**config.mk**
```make
export PLATFORM = sky130hd
export DESIGN_NAME = t_switch_fc
export DESIGN_NICKNAME = d
export VERILOG_FILES = /design/src/rtl/t_switch_fc.sv
export SDC_FILE = /design/constraint.sdc
export NUM_CORES = 1
export LEC_CHECK = 0
export ABC_AREA = 1
export BUFFER_PORTS_ARGS = -buffer_cell sky130_fd_sc_hd__buf_2
export CORE_MARGIN = 5
export CORE_UTILIZATION = 50
export CTS_CLUSTER_SIZE = 8
export DETAILED_ROUTE_END_ITERATION = 12
export PLACE_DENSITY = 0.69
export SYNTH_ARGS = -nofsm -noshare
export SYNTH_HDL_FRONTEND = slang
export SYNTH_SLANG_ARGS = --single-unit
```
**constraint.sdc**
```tcl
create_clock -name clk -period 3.72 [get_ports clk]
set_clock_uncertainty 0.2 [all_clocks]
set_input_delay 0.744 -clock clk [delete_from_list [all_inputs] [get_ports clk]]
set_output_delay 0.744 -clock clk [all_outputs]
set_load 0.02 [all_outputs]
```
**src/rtl/t_switch_fc.sv**
```systemverilog
// t_switch_fc: buffered, flow-controlled three-port switch of a binary fat-tree.
// Port index order everywhere is L=0, R=1, U=2. Each input has a FIFO, each
// output a round-robin arbiter over the other two inputs and an output register.
module t_switch_fc #(
    parameter int unsigned num_leaves = 8,
    parameter int unsigned payload_sz = 4,
    parameter int unsigned level      = 0,
    parameter int unsigned addr       = 0,
    parameter int unsigned fifo_depth = 4,
    localparam int unsigned A    = $clog2(num_leaves),
    localparam int unsigned p_sz = 1 + A + payload_sz
) (
    input  logic            clk,
    input  logic            reset,
    input  logic [p_sz-1:0] l_bus_i,
    input  logic [p_sz-1:0] r_bus_i,
    input  logic [p_sz-1:0] u_bus_i,
    output logic            l_ready_o,
    output logic            r_ready_o,
    output logic            u_ready_o,
    output logic [p_sz-1:0] l_bus_o,
    output logic [p_sz-1:0] r_bus_o,
    output logic [p_sz-1:0] u_bus_o,
    input  logic            l_ready_i,
    input  logic            r_ready_i,
    input  logic            u_ready_i,
    output logic            err_o
);

    localparam int unsigned PW       = $clog2(fifo_depth);
    localparam int unsigned CW       = PW + 1;
    localparam bit          IsRoot   = (level == A - 1);
    localparam logic [31:0] AddrBits = 32'(addr);

    localparam logic [1:0] PortL = 2'd0;
    localparam logic [1:0] PortR = 2'd1;
    localparam logic [1:0] PortU = 2'd2;

    // Destination prefix test; at the root the loop body never fires, so
    // everything stays inside this subtree.
    function automatic logic [1:0] route_of(input logic [A-1:0] d);
        logic match;
        match = 1'b1;
        for (int i = 0; i < int'(A); i++) begin
            if (i > int'(level)) begin
                if (d[i] != AddrBits[i - int'(level) - 1]) match = 1'b0;
            end
        end
        if (match) return d[level] ? PortR : PortL;
        return PortU;
    endfunction

    logic [p_sz-1:0] bus_in [3];
    logic [2:0]      rdy_in;

    assign bus_in[0] = l_bus_i;
    assign bus_in[1] = r_bus_i;
    assign bus_in[2] = u_bus_i;
    assign rdy_in    = {u_ready_i, r_ready_i, l_ready_i};

    logic [p_sz-1:0] mem_q [3][fifo_depth];
    logic [PW-1:0]   rd_q  [3];
    logic [PW-1:0]   wr_q  [3];
    logic [CW-1:0]   cnt_q [3];
    logic [p_sz-1:0] out_q [3];
    logic [p_sz-1:0] out_d [3];
    logic [2:0]      ptr_q;
    logic [2:0]      ptr_d;
    logic            err_q;

    logic [p_sz-1:0] head [3];
    logic [1:0]      rt   [3];
    logic [2:0]      hv;
    logic [2:0]      uturn;
    logic [2:0]      rdy;
    logic [2:0]      push;
    logic [2:0]      pop;
    logic [1:0]      c0;
    logic [1:0]      c1;
    logic            req0;
    logic            req1;
    logic            load;
    logic            gnt0;
    logic            gnt1;

    // FIFO heads, routing, per-output arbitration and next output register state
    always_comb begin
        pop  = '0;
        c0   = PortL;
        c1   = PortL;
        req0 = 1'b0;
        req1 = 1'b0;
        load = 1'b0;
        gnt0 = 1'b0;
        gnt1 = 1'b0;
        for (int i = 0; i < 3; i++) begin
            head[i]  = mem_q[i][rd_q[i]];
            hv[i]    = (cnt_q[i] != '0);
            rt[i]    = route_of(head[i][p_sz-2:payload_sz]);
            uturn[i] = hv[i] && (rt[i] == 2'(i));
            // Ready depends only on registered count; the U port is dead at the root.
            rdy[i]   = !reset && (cnt_q[i] < CW'(fifo_depth)) && !(IsRoot && (i == 2));
            push[i]  = bus_in[i][p_sz-1] && rdy[i];
            pop[i]   = uturn[i];
        end
        for (int o = 0; o < 3; o++) begin
            // Candidates in L, R, U order; c0 is the lower-indexed one.
            c0   = (o == 0) ? PortR : PortL;
            c1   = (o == 2) ? PortR : PortU;
            req0 = hv[c0] && (rt[c0] == 2'(o));
            req1 = hv[c1] && (rt[c1] == 2'(o));
            load = !out_q[o][p_sz-1] || rdy_in[o];
            gnt0 = load && req0 && (!req1 || !ptr_q[o]);
            gnt1 = load && req1 && (!req0 || ptr_q[o]);
            out_d[o] = out_q[o];
            ptr_d[o] = ptr_q[o];
            if (gnt0) begin
                out_d[o] = head[c0];
                pop[c0]  = 1'b1;
                ptr_d[o] = 1'b1;
            end else if (gnt1) begin
                out_d[o] = head[c1];
                pop[c1]  = 1'b1;
                ptr_d[o] = 1'b0;
            end else if (load) begin
                out_d[o] = '0;
            end
        end
    end

    // Pointers, counts, output registers, RR pointers and sticky error
    always_ff @(posedge clk) begin
        if (reset) begin
            for (int i = 0; i < 3; i++) begin
                rd_q[i]  <= '0;
                wr_q[i]  <= '0;
                cnt_q[i] <= '0;
                out_q[i] <= '0;
            end
            ptr_q <= '0;
            err_q <= 1'b0;
        end else begin
            for (int i = 0; i < 3; i++) begin
                if (push[i]) wr_q[i] <= wr_q[i] + PW'(1);
                if (pop[i])  rd_q[i] <= rd_q[i] + PW'(1);
                cnt_q[i] <= cnt_q[i] + CW'(push[i]) - CW'(pop[i]);
                out_q[i] <= out_d[i];
            end
            ptr_q <= ptr_d;
            err_q <= err_q | (|uturn);
        end
    end

    // FIFO storage; push is already forced low during reset
    always_ff @(posedge clk) begin
        for (int i = 0; i < 3; i++) begin
            if (push[i]) mem_q[i][wr_q[i]] <= bus_in[i];
        end
    end

    assign l_ready_o = rdy[0];
    assign r_ready_o = rdy[1];
    assign u_ready_o = rdy[2];
    assign l_bus_o   = out_q[0];
    assign r_bus_o   = out_q[1];
    assign u_bus_o   = IsRoot ? '0 : out_q[2];
    assign err_o     = err_q;

endmodule

```
Yosys cells after proc, flatten, opt, wreduce, memory -nomap -nowiden:

Memory sizes are Yosys's and may differ from the RTL's.
Index checks and enable logic that the tools add are counted.

* bits in registers: 4
* latch bits: 0
* memory bits (writable): 141
* memory bits (read-only): 0
* input port bits: 29
* output and inout bits: 28
* word-level logic and storage cells: 213
* memories kept: 5

* add/subtract/negate cells: 12
* multiply operators: 0
* div/mod/pow operators: 0
* magnitude comparators: 12
* eq/ne operators: 6
* shifts and indexed selects: 0
* mux-type cells: 93
* bitwise gates (word level): 19
* reduce and logical (&&, ||, !) cells: 62

Memories
* mem_q: words 3, width 32, rd ports 3, clocked after Yosys merged registers in 0, wr ports 3, RTL line 61 `logic [p_sz-1:0] mem_q [3][fifo_depth];`
* out_q: words 3, width 8, rd ports 3, clocked after Yosys merged registers in 0, wr ports 3, RTL line 65 `logic [p_sz-1:0] out_q [3];`
* cnt_q: words 3, width 3, rd ports 3, clocked after Yosys merged registers in 0, wr ports 3, RTL line 64 `logic [CW-1:0] cnt_q [3];`
* rd_q: words 3, width 2, rd ports 3, clocked after Yosys merged registers in 0, wr ports 3, RTL line 62 `logic [PW-1:0] rd_q [3];`
* wr_q: words 3, width 2, rd ports 3, clocked after Yosys merged registers in 0, wr ports 3, RTL line 63 `logic [PW-1:0] wr_q [3];`

Operators with widths (number)
* two-way mux 8 bit: 21
* two-way mux 32 bit: 3
* binary-select mux 8 bit (select 2 bit): 3
* demux 8 bit (select 2 bit): 3
* two-way mux 1 bit: 48
* logical AND 1 bit: 30
* two-way mux 2 bit: 12
* >= comparator 3 bit, second input constant: 6
* NOT 2 -> 3 bit: 6
* logical NOT 1 bit: 13
* bitwise OR 1 bit: 13
* adder 2 x 1 -> 2 bit, second input constant: 6
* adder 3 x 1 -> 3 bit: 3
* logical OR 1 bit: 9
* < comparator 3 x 1 -> 1 bit, second input constant: 3
* < comparator 3 bit, second input constant: 3
* two-way mux 3 bit: 3
* nonzero test 3 bit: 3
* subtractor 3 x 1 -> 3 bit: 3
* == test 2 x 1 -> 1 bit, second input constant: 3
* == test 2 bit, second input constant: 3
* logical NOT 2 bit: 3
* nonzero test 2 bit: 3
* OR reduction 3 bit: 1

Logic depth before layout (Yosys ltp):

Gate-level depths: netlist of run 1.
An unclocked memory read counts as a cell.

* depth in word-level cells: 22
* gate-level depth with buffers: 17
* depth with buffers taken out: 16

Least setup slack after synthesis of run 1:

No wires, ideal clock.

* path type: input to register
* start point: in u_ready_i
* end point: mem cnt_q[0][2] (netlist name)
* library setup time: 71 ps
* data arrival time: 2777 ps
* required time: 3449 ps
* slack: 673 ps
* cell stages on the path: 10
* buffers on the path: 0
* cells stage by stage: nor2_1 > nor2_1 > a21oi_1 > nand2_1 > ha_1 > inv_1 > ha_1 > fa_1 > or2_2 > a21oi_1

RTL lines
* from (decl): RTL line 26 `input logic u_ready_i,`
* to (decl): RTL line 64

==> results of run 1 <==
-- cell usage in the layout (no fill, tap or decap), types with 3 or more instances in the layout --
master	Yosys	layout
inv_1	92	92
o211ai_1	4	4
inv_4	5	5
nor2_1	68	68
nand2_2	9	9
inv_2	6	6
buf_4	2	14
a21oi_1	14	14
clkinvlp_4	0	4
clkbuf_16	0	19
fa_1	3	3
a22oi_1	4	4
nand3_1	36	36
o21ai_0	23	23
nor2_2	3	3
o21ai_1	11	11
dfxtp_1	37	37
buf_2	6	56
ha_1	18	18
nand2_1	143	143
nand3_2	3	3
edfxtp_1	108	108
xor2_1	8	8
inv_6	0	4
o22ai_1	11	11
-- through the flow --
| step | util | worst slack (ns) | hold slack (ns) | cells |
|---|---|---|---|---|
| 2_1_floorplan | - | 0.673 | 0.268 | 636 |
| 3_3_place_gp | 0.543 | 0.461 | 0.227 | 853 |
| 3_5_place_dp | 0.543 | 0.346 | 0.235 | 853 |
| 4_1_cts | 0.590 | 0.320 | 0.245 | 885 |
| 5_1_grt | 0.594 | 0.110 | 0.263 | 892 |
| 6_report | 0.594 | 0.380 | 0.243 | 892 |
-- sequential cells by signal (all words and copies together), names as in the netlist --
register,count
out_q,24
wr_q,6
cnt_q,9
mem_q,96
rd_q,6
err_o,1
ptr_q,3
-- cell families (layout without fill, tap and decap cells) --
kind of cell / Yosys count / count (layout) / share of synthesized area
AOI/OAI and AO/OA: 67 / 67 / 0.0575
xor gates and xnor gates: 8 / 8 / 0.0109
adders and majority gates: 21 / 21 / 0.0445
buffers and inverters: 122 / 206 / 0.0804
DFF: 145 / 145 / 0.621
and+or+nand+nor: 273 / 273 / 0.186
-- timing repair --
| item | 4_1_cts | 5_1_grt |
|---|---|---|
| gates resized for setup | 0 | 0 |
| hold endpoints to repair | 0 | 0 |
| endpoints found under the setup margin | 0 | 1 |
| setup buffers | 0 | 7 |
-- power by group through the flow --
stage               registers, mW  clock network, mW  logic, mW
floorplan                    2.18                  0       1.63
global placement             2.24                  0       2.00
detailed placement           2.25                  0       2.08
CTS                          2.22               1.71       2.10
global route                 2.22               1.78       2.50
finish                       2.19               1.68       2.17
-- layout make-up --
cell class                 count  area (sq um)
sequential                   145          3980
fill                        1072          5120
timing repair buffer          70           385
clock buffer                  19           475
tap                          172           215
multi-input combinational    369          1920
inverter                     104           403
clock inverter                13           123
-- final timing paths --
check / endpoint / from / slack (ns)
setup / recovery: cnt_q[0][2] / rd_q[0][2] / 0.38
hold / removal: out_q[0][5] / out_q[0][5] / 0.24
setup reg to reg: cnt_q[0][2] / rd_q[0][2] / 0.38
hold reg to reg: out_q[0][5] / out_q[0][5] / 0.24
-- per-layer routing --
metal  vias up  wire, um  GRT usage
li1       2207         -          -
met4         0       231     0.0637
met3        25       828     0.0627
met2       114      6630      0.304
met5         -         0          0
met1      2095      5800      0.244
-- tightest hold or removal path: stages, from the launching register on --
cell	delay, ns
dfxtp_1	0.31
nand2_1	0.06
nor2_1	0.03
-- cells in the mapped netlist, types with 4 or more instances --
cell type  count
a21oi_1       14
a22oi_1        4
buf_2          6
buf_6          4
clkbuf_1       4
dfxtp_1       37
edfxtp_1     108
ha_1          18
inv_1         92
inv_2          6
inv_4          5
nand2_1      143
nand2_2        9
nand3_1       36
nor2_1        68
o211ai_1       4
o21ai_0       23
o21ai_1       11
o22ai_1       11
xor2_1         8
==> results.ini, run 1 <==
[outcome]
status = complete, no violations

[route]
totalWireLength_um = 13500
ant_nets = 0
detail_route.iter0.violations = 341
drt-pass1-iter-count = 5
drc = 0
num_vias = 4441
vias_per_cell = 4.98
wire_per_inst_um = 15.1

[setup_path]
startpoint_type = flip-flop
critPathSlowestCell = edfxtp_1
path_depth = 14
cp_max_fo = 18
crit_chain = inv_4 -> nand2_1 -> nand3_1 -> nand2_1 -> nand2_2 -> nand3_1 -> a21oi_1 -> nand2_1 -> ha_1 -> inv_1 -> ha_1 -> fa_1 -> or2_2 -> a21oi_1
cp-end-kind = flip-flop
crit_type = reg2reg
cp_num_buf_inv = 2
cpMostUsedCell = nand2_1
path_delay_family = adder cells
reg2reg_depth = 14
cpPeakStageDelay_ns = 0.65
required_ns = 3.88
cp.arrival_ns = 3.50

[power_and_ir_drop]
power.clock.fraction = 0.278
seqPwrFrac = 0.363
power_density_mw_per_mm2 = 806
pwr-share-comb = 0.359
fin_total_pwr_mw = 6.05
p_int_mw = 3.74
switching_power_mw = 2.30
switching_share = 0.381
ir_worst_vdd_mv = 0.567
power_leakage_nw = 3.33

[clocking]
clock_latency_ns = 0.43
cts_root_buf = clkbuf_16
cts.sinks = 145
htreeDepth = 4
clockBufferDepth = 2
cts_buffers = 17
clk_pin_slew_worst_paths_ns = 0.06
holdBufCountCts = 0
cts_tree = yes

[yosys]
synth_cell_types = 34
yosysSeqAreaShare = 0.621
synth_cells = 636
ys_ff_latch = 145
yosysTopAreaCell = edfxtp_1
ys_top_cells_by_area = edfxtp_1, dfxtp_1, nand2_1
yosysTopAreaCellShare = 0.506
synthesis.area_sq_mm = 0.00641
yosys_warnings = 0
synth_nets = 686
synth_top_flop_cell = edfxtp_1
synth_edf_count = 108
async_flop_share = 0
syn_area_per_cell_sq_um = 10.1

[sta]
fin_crit_sh = 0.898
max-slew-margin-rel = 0.318
period_needed_ns = 3.34
setup-violations-final = 0
fmax_mhz = 299
tightest_slew_ns = 1.02
slew_violations = 0
finalHoldViolCount = 0
tns_ns = 0
rsz0062_at_grt = false

[cells_and_area]
layout-drive-gt1-share = 0.188
layout.nets = 757
area_growth_pct = 16.9
fin_area_sq_mm = 0.00750
antenna-diode-count = 0

[placement]
place_congestion = 0.842
hpwl_um = 9710
placed_area_sq_mm = 0.00685
port_buffers = 56

[grt]
grt_pass1_vias = 4250
antenna_found_initial = 0
grt_overflow = 0
grt_max_degree = 31
grt_pass1_wl_um = 21300
grt_usage = 0.190

[die]
ioPinCount = 57
rows = 41
fp.coreArea_sq_mm = 0.0126
die_y_um = 123
dieWidth_um = 123
die_area_sq_mm = 0.0152
initial_core_util = 0.508

[min_path]
hp-class = reg2reg
hold_depth = 2

[run]
max_cap_violations = 0

No activity file was read; power rests on OpenSTA's default activity.
==> inputs of run 2 (changes only) <==
--- a/config.mk
+++ b/config.mk
@@ -14,2 +14,3 @@
 export PLACE_DENSITY = 0.69
+export SKIP_CTS_REPAIR_TIMING = 1
 export SYNTH_ARGS = -nofsm -noshare
==> constraint.sdc (replaced) <==
create_clock -name clk -period 3.5 [get_ports clk]
set_clock_uncertainty 0.2 [all_clocks]
set_input_delay 0.175 -clock clk [delete_from_list [all_inputs] [get_ports clk]]
set_output_delay 0.175 -clock clk [all_outputs]
set_load 0.02 [all_outputs]
==> run 2 against run 1 <==
- sequential power grew 6%
- via count increased by 1.1%
- sequential share of layout area fell by 1.5 points
- cell count increased by 2.4%
- count of clock-buffer cells in the layout is 1 lower
==> results.ini, run 2 (synthesis results as in run 1) <==
[placement]
dp_slack_ns = 0.253  ; -0.0930 ns
hpwl_um = 10100  ; +3.7%
place_congestion = 0.826  ; -1.9%
port_buffers = 56  ; unchanged

[sta]
slew_violations = 0  ; unchanged
fmax_mhz = 308  ; +2.8%
rsz0062_at_grt = false
tightest_slew_ns = 0.993  ; -0.0293 ns
tns_ns = 0  ; unchanged
finalHoldViolCount = 0  ; unchanged
period_needed_ns = 3.25  ; -0.0902 ns
setup-violations-final = 0  ; unchanged
setup_ws_ns = 0.251  ; -0.130 ns
max-slew-margin-rel = 0.337  ; +0.0196
fin_crit_sh = 0.928  ; +0.0307

[setup_path]
cp_max_fo = 17  ; -1
crit_type = reg2reg
timing.rr.end = cnt_q[0][2]
reg2reg_setup_slack_ns = 0.25  ; -0.13 ns
cp-end-kind = flip-flop
cp-startpoint = rd_q[0][2]
reg2reg_depth = 14  ; unchanged
startpoint_type = flip-flop
cp.arrival_ns = 3.41  ; -0.09 ns
reg2reg_from = rd_q[0][2]
required_ns = 3.66  ; -0.22 ns

[die]
initial_core_util = 0.508  ; unchanged
rows = 41  ; unchanged
ioPinCount = 57  ; unchanged
die_y_um = 123  ; unchanged
dieWidth_um = 123  ; unchanged
die_area_sq_mm = 0.0152  ; unchanged
fp.coreArea_sq_mm = 0.0126  ; unchanged

[route]
wire_per_inst_um = 15.1  ; about the same
drt-pass1-iter-count = 4  ; -1
drc = 0  ; unchanged
ant_nets = 0  ; unchanged
vias_per_cell = 4.92  ; -1.2%
num_vias = 4489  ; +1.1%
detail_route.iter0.violations = 380  ; +11%
totalWireLength_um = 13800  ; +2.4%

[cells_and_area]
layout.nets = 778  ; +2.8%
layout-drive-gt1-share = 0.171  ; -0.0161
largest_register_ff_count = 96  ; unchanged
antenna-diode-count = 0  ; unchanged
final_cell_mix = nand2_1, edfxtp_1, inv_1
final_common_cell = nand2_1
area_growth_pct = 20.3

[clocking]
htreeDepth = 4  ; unchanged
clockBufferDepth = 2  ; unchanged
cts_root_buf = clkbuf_16
cts_buffers = 17  ; unchanged
cts_tree = yes
clock_latency_ns = 0.43  ; about the same
clk_pin_slew_worst_paths_ns = 0.06  ; about the same
cts.sinks = 145  ; unchanged

[grt]
grt_usage = 0.192  ; +0.00173
grt_overflow = 0  ; unchanged
grt_max_degree = 31  ; unchanged
grt_pass1_wl_um = 21400  ; +0.42%
grt_pass1_vias = 4318  ; +1.6%
antenna_found_initial = 0  ; unchanged

[min_path]
hold_depth = 3  ; +1
worstHoldEndpoint = cnt_q[0][0]
hp-class = in2reg
min_from = reset

[run]
max_cap_violations = 0  ; unchanged

[power_and_ir_drop]
power_density_mw_per_mm2 = 835  ; +3.6%
ir_worst_vdd_mv = 0.510  ; -10%
power_leakage_nw = 3.41  ; +2.4%

[outcome]
status = complete, no violations

## run 2: cell types whose count changed in the layout (fill, tap and decap cells not counted), moves of 2 or more
cell	delta
dlygate4sd3_1	+26
buf_4	-5
inv_6	-3
bufinv_16	+2
clkbuf_16	-2
clkinv_1	+2
## run 2: per-stage QoR
stage	hold slack (ns)	power (mW)	cell area, sq um	utilization	instances
global placement	0.186	4.56	6870	0.544	855
global route	0.0138	6.89	7720	0.612	913
finish	0.0225	6.45	7720	0.612	913
floorplan	0.0739	4.05	6410	-	636
detailed placement	0.191	4.66	6870	0.544	855
CTS	-0.258	6.46	7460	0.591	887
## run 2: area by class of cell
type | count | area (sq um)
inverter | 104 | 403
sequential | 145 | 3980
tap | 172 | 215
clock inverter | 14 | 165
fill | 1097 | 4900
timing repair buffer | 91 | 608
clock buffer | 18 | 429
multi-input combinational | 369 | 1920
## run 2: per-layer routing
layer	GRT usage	up-vias	wire length, um
met5	0	-	0
met4	0.0927	0	327
met3	0.0471	30	591
met2	0.312	105	6860
met1	0.240	2108	6040
li1	-	2246	-
## run 2: worst max-delay path by stage
stage | end | slack (ns) | cells after the start
after detailed placement | cnt_q[0][2] | 0.25 | 14
after global routing | cnt_q[0][2] | 0.05 | 14
final | cnt_q[0][2] | 0.25 | 14
after CTS | cnt_q[0][2] | 0.24 | 14
after floorplan | cnt_q[0][2] | 0.72 | 15
after global placement | cnt_q[0][2] | 0.37 | 15
## run 2: worst max-delay path, stage by stage (launching register included)
cell	delay [ns]
edfxtp_1	0.56
inv_4	0.22
nand2_1	0.07
nand3_1	0.07
nand2_1	0.08
nand2_2	0.11
nand3_1	0.11
a21oi_1	0.22
nand2_1	0.12
ha_1	0.29
inv_1	0.04
ha_1	0.22
fa_1	0.43
or2_2	0.30
a21oi_1	0.13
## run 2: power breakdown
group | switching, mW | total, mW | internal, mW
sequential | 0.194 | 2.32 | 2.13
clock | 0.682 | 1.80 | 1.11
combinational | 1.54 | 2.33 | 0.782
==> inputs of run 3 (changes only) <==
- CTS_CLUSTER_SIZE: 8 -> 40
- PLACE_DENSITY: 0.69 -> default
- PLACE_DENSITY_LB_ADDON: default -> 0.3
==> run 3 against run 2 <==
- hold slack better by 0.0068 ns
- via count is 2.1% higher
- combinational power is 2% higher
- count of clock-buffer cells in the layout stayed put
- sequential power hardly changed
- fmax is 1.3% lower
- first-iteration DRC count is 12% lower
- sequential share of layout area is 0.32 points lower
- register-to-register slack worse by 0.04 ns
- largest cell class unchanged
- largest power group unchanged
==> results.ini, run 3 (synthesis results as in run 1) <==
[outcome]
status = complete, no violations

[die]
dieWidth_um = 123  ; unchanged
ioPinCount = 57  ; unchanged
fp.coreArea_sq_mm = 0.0126  ; unchanged
rows = 41  ; unchanged
die_y_um = 123  ; unchanged
die_area_sq_mm = 0.0152  ; unchanged
initial_core_util = 0.508  ; unchanged

[clocking]
htreeDepth = 4  ; unchanged
clk_pin_slew_worst_paths_ns = 0.06  ; about the same
clock_latency_ns = 0.43  ; about the same
cts_buffers = 17  ; unchanged
clockBufferDepth = 2  ; unchanged
cts.sinks = 145  ; unchanged
cts_tree = yes
cts_root_buf = clkbuf_16

[sta]
finalHoldViolCount = 0  ; unchanged
tns_ns = 0  ; unchanged
setup-violations-final = 0  ; unchanged
period_needed_ns = 3.29  ; +0.0420 ns
fmax_mhz = 304  ; -1.3%
fin_crit_sh = 0.940  ; +0.0120
tightest_slew_ns = 1.02  ; +0.0226 ns
max-slew-margin-rel = 0.322  ; -0.0151
rsz0062_at_grt = false
slew_violations = 0  ; unchanged

[grt]
grtUsageMet1 = 0.235  ; -0.00536
grt-busiest-layer = met2
grt_use_met3 = 0.0531  ; +0.00595
grt_usage = 0.192  ; about the same
antenna_found_initial = 0  ; unchanged
grt_pass1_vias = 4434  ; +2.7%
grt_overflow = 0  ; unchanged
grt_max_degree = 31  ; unchanged
grtUsageMet2 = 0.323  ; +0.0116
grt_pass1_wl_um = 21700  ; +1.4%

[setup_path]
cp_max_fo = 11  ; -6
cp-end-kind = flip-flop
cp.arrival_ns = 3.44  ; +0.03 ns
startpoint_type = flip-flop
crit_type = reg2reg
required_ns = 3.65  ; about the same

[route]
drt-pass1-iter-count = 5  ; +1
drc = 0  ; unchanged
ant_nets = 0  ; unchanged
detail_route.iter0.violations = 334  ; -12%
totalWireLength_um = 14100  ; +1.7%
vias_per_cell = 4.99  ; +1.5%
num_vias = 4585  ; +2.1%
wire_per_inst_um = 15.3  ; +1.1%

[cells_and_area]
final_cells = 919  ; +0.66%
final_common_cell = nand2_1
largest_register_ff_count = 96  ; unchanged
antenna-diode-count = 0  ; unchanged
layout.nets = 784  ; +0.77%
layout-drive-gt1-share = 0.179  ; +0.00799
area_growth_pct = 21.1
final_cell_mix = nand2_1, edfxtp_1, inv_1
fin_area_sq_mm = 0.00777  ; +0.63%

[power_and_ir_drop]
ir_worst_vdd_mv = 0.457  ; -10%
power_density_mw_per_mm2 = 837  ; +0.22%
power_leakage_nw = 3.45  ; +0.98%

[min_path]
hp-class = in2reg

[placement]
dp.cells = 852  ; -0.35%
hpwl_um = 9860  ; -2.1%
port_buffers = 56  ; unchanged
place_congestion = 0.828  ; +0.31%
placed_area_sq_mm = 0.00684  ; -0.33%

[run]
max_cap_violations = 0  ; unchanged

-- run 3: cell types whose count changed in the layout (fill, tap and decap cells not counted), moves of 2 or more --
| cell | before | now |
|---|---|---|
| inv_6 | 1 | 4 |
| dlygate4sd3_1 | 26 | 28 |
| clkinv_1 | 3 | 1 |
| buf_4 | 9 | 13 |
-- run 3: critical path, stage by stage (launching register included) --
cell      delay (ns)
edfxtp_1        0.55
buf_4           0.24
nand2_1         0.06
nand3_1         0.09
nand2_1         0.12
nand2_1         0.07
nand2_1         0.06
nor2_1          0.05
a21oi_1         0.21
nand2_1         0.13
ha_1            0.29
inv_1           0.04
ha_1            0.20
fa_1            0.45
or2_2           0.32
a21oi_1         0.14
-- run 3: power breakdown --
group          switching (mW)  leakage, nW  internal, mW
logic                    1.56         1.87         0.818
registers               0.197         1.30          2.13
clock network           0.722        0.284          1.08
-- run 3: path summary, 6_finish.rpt --
check	start	end	slack [ns]	cells past startpoint
setup / recovery	rd_q[0][0]	cnt_q[0][2]	0.21	15
hold reg to reg	out_q[0][5]	out_q[0][5]	0.24	2
setup reg to reg	rd_q[0][0]	cnt_q[0][2]	0.21	15
hold / removal	r_ready_i	out_q[0][13]	0.03	5
-- run 3: layout make-up --
cell class / instances / area (sq um)
Clock buffer: 18 / 439
Clock inverter: 14 / 154
Fill cell: 1039 / 4850
Inverter: 104 / 403
Multi-Input combinational cell: 369 / 1920
Sequential cell: 145 / 3980
Tap cell: 172 / 215
Timing Repair Buffer: 97 / 658
-- run 3: layer usage --
metal	wire [um]	up-vias
li1	-	2267
met1	5910	2134
met2	7150	153
met3	730	31
met4	271	0
met5	0	-
-- run 3: through the flow --
| step | worst slack, ns | utilization | power [mW] | hold WS [ns] |
|---|---|---|---|---|
| after floorplan | 0.722 | - | 4.05 | 0.0739 |
| final | 0.209 | 0.616 | 6.50 | 0.0294 |
| after CTS | 0.204 | 0.589 | 6.42 | -0.252 |
| after detailed placement | 0.245 | 0.542 | 4.62 | 0.190 |
| after global placement | 0.368 | 0.542 | 4.52 | 0.185 |
| after global routing | 0.00301 | 0.616 | 6.92 | 0.0486 |
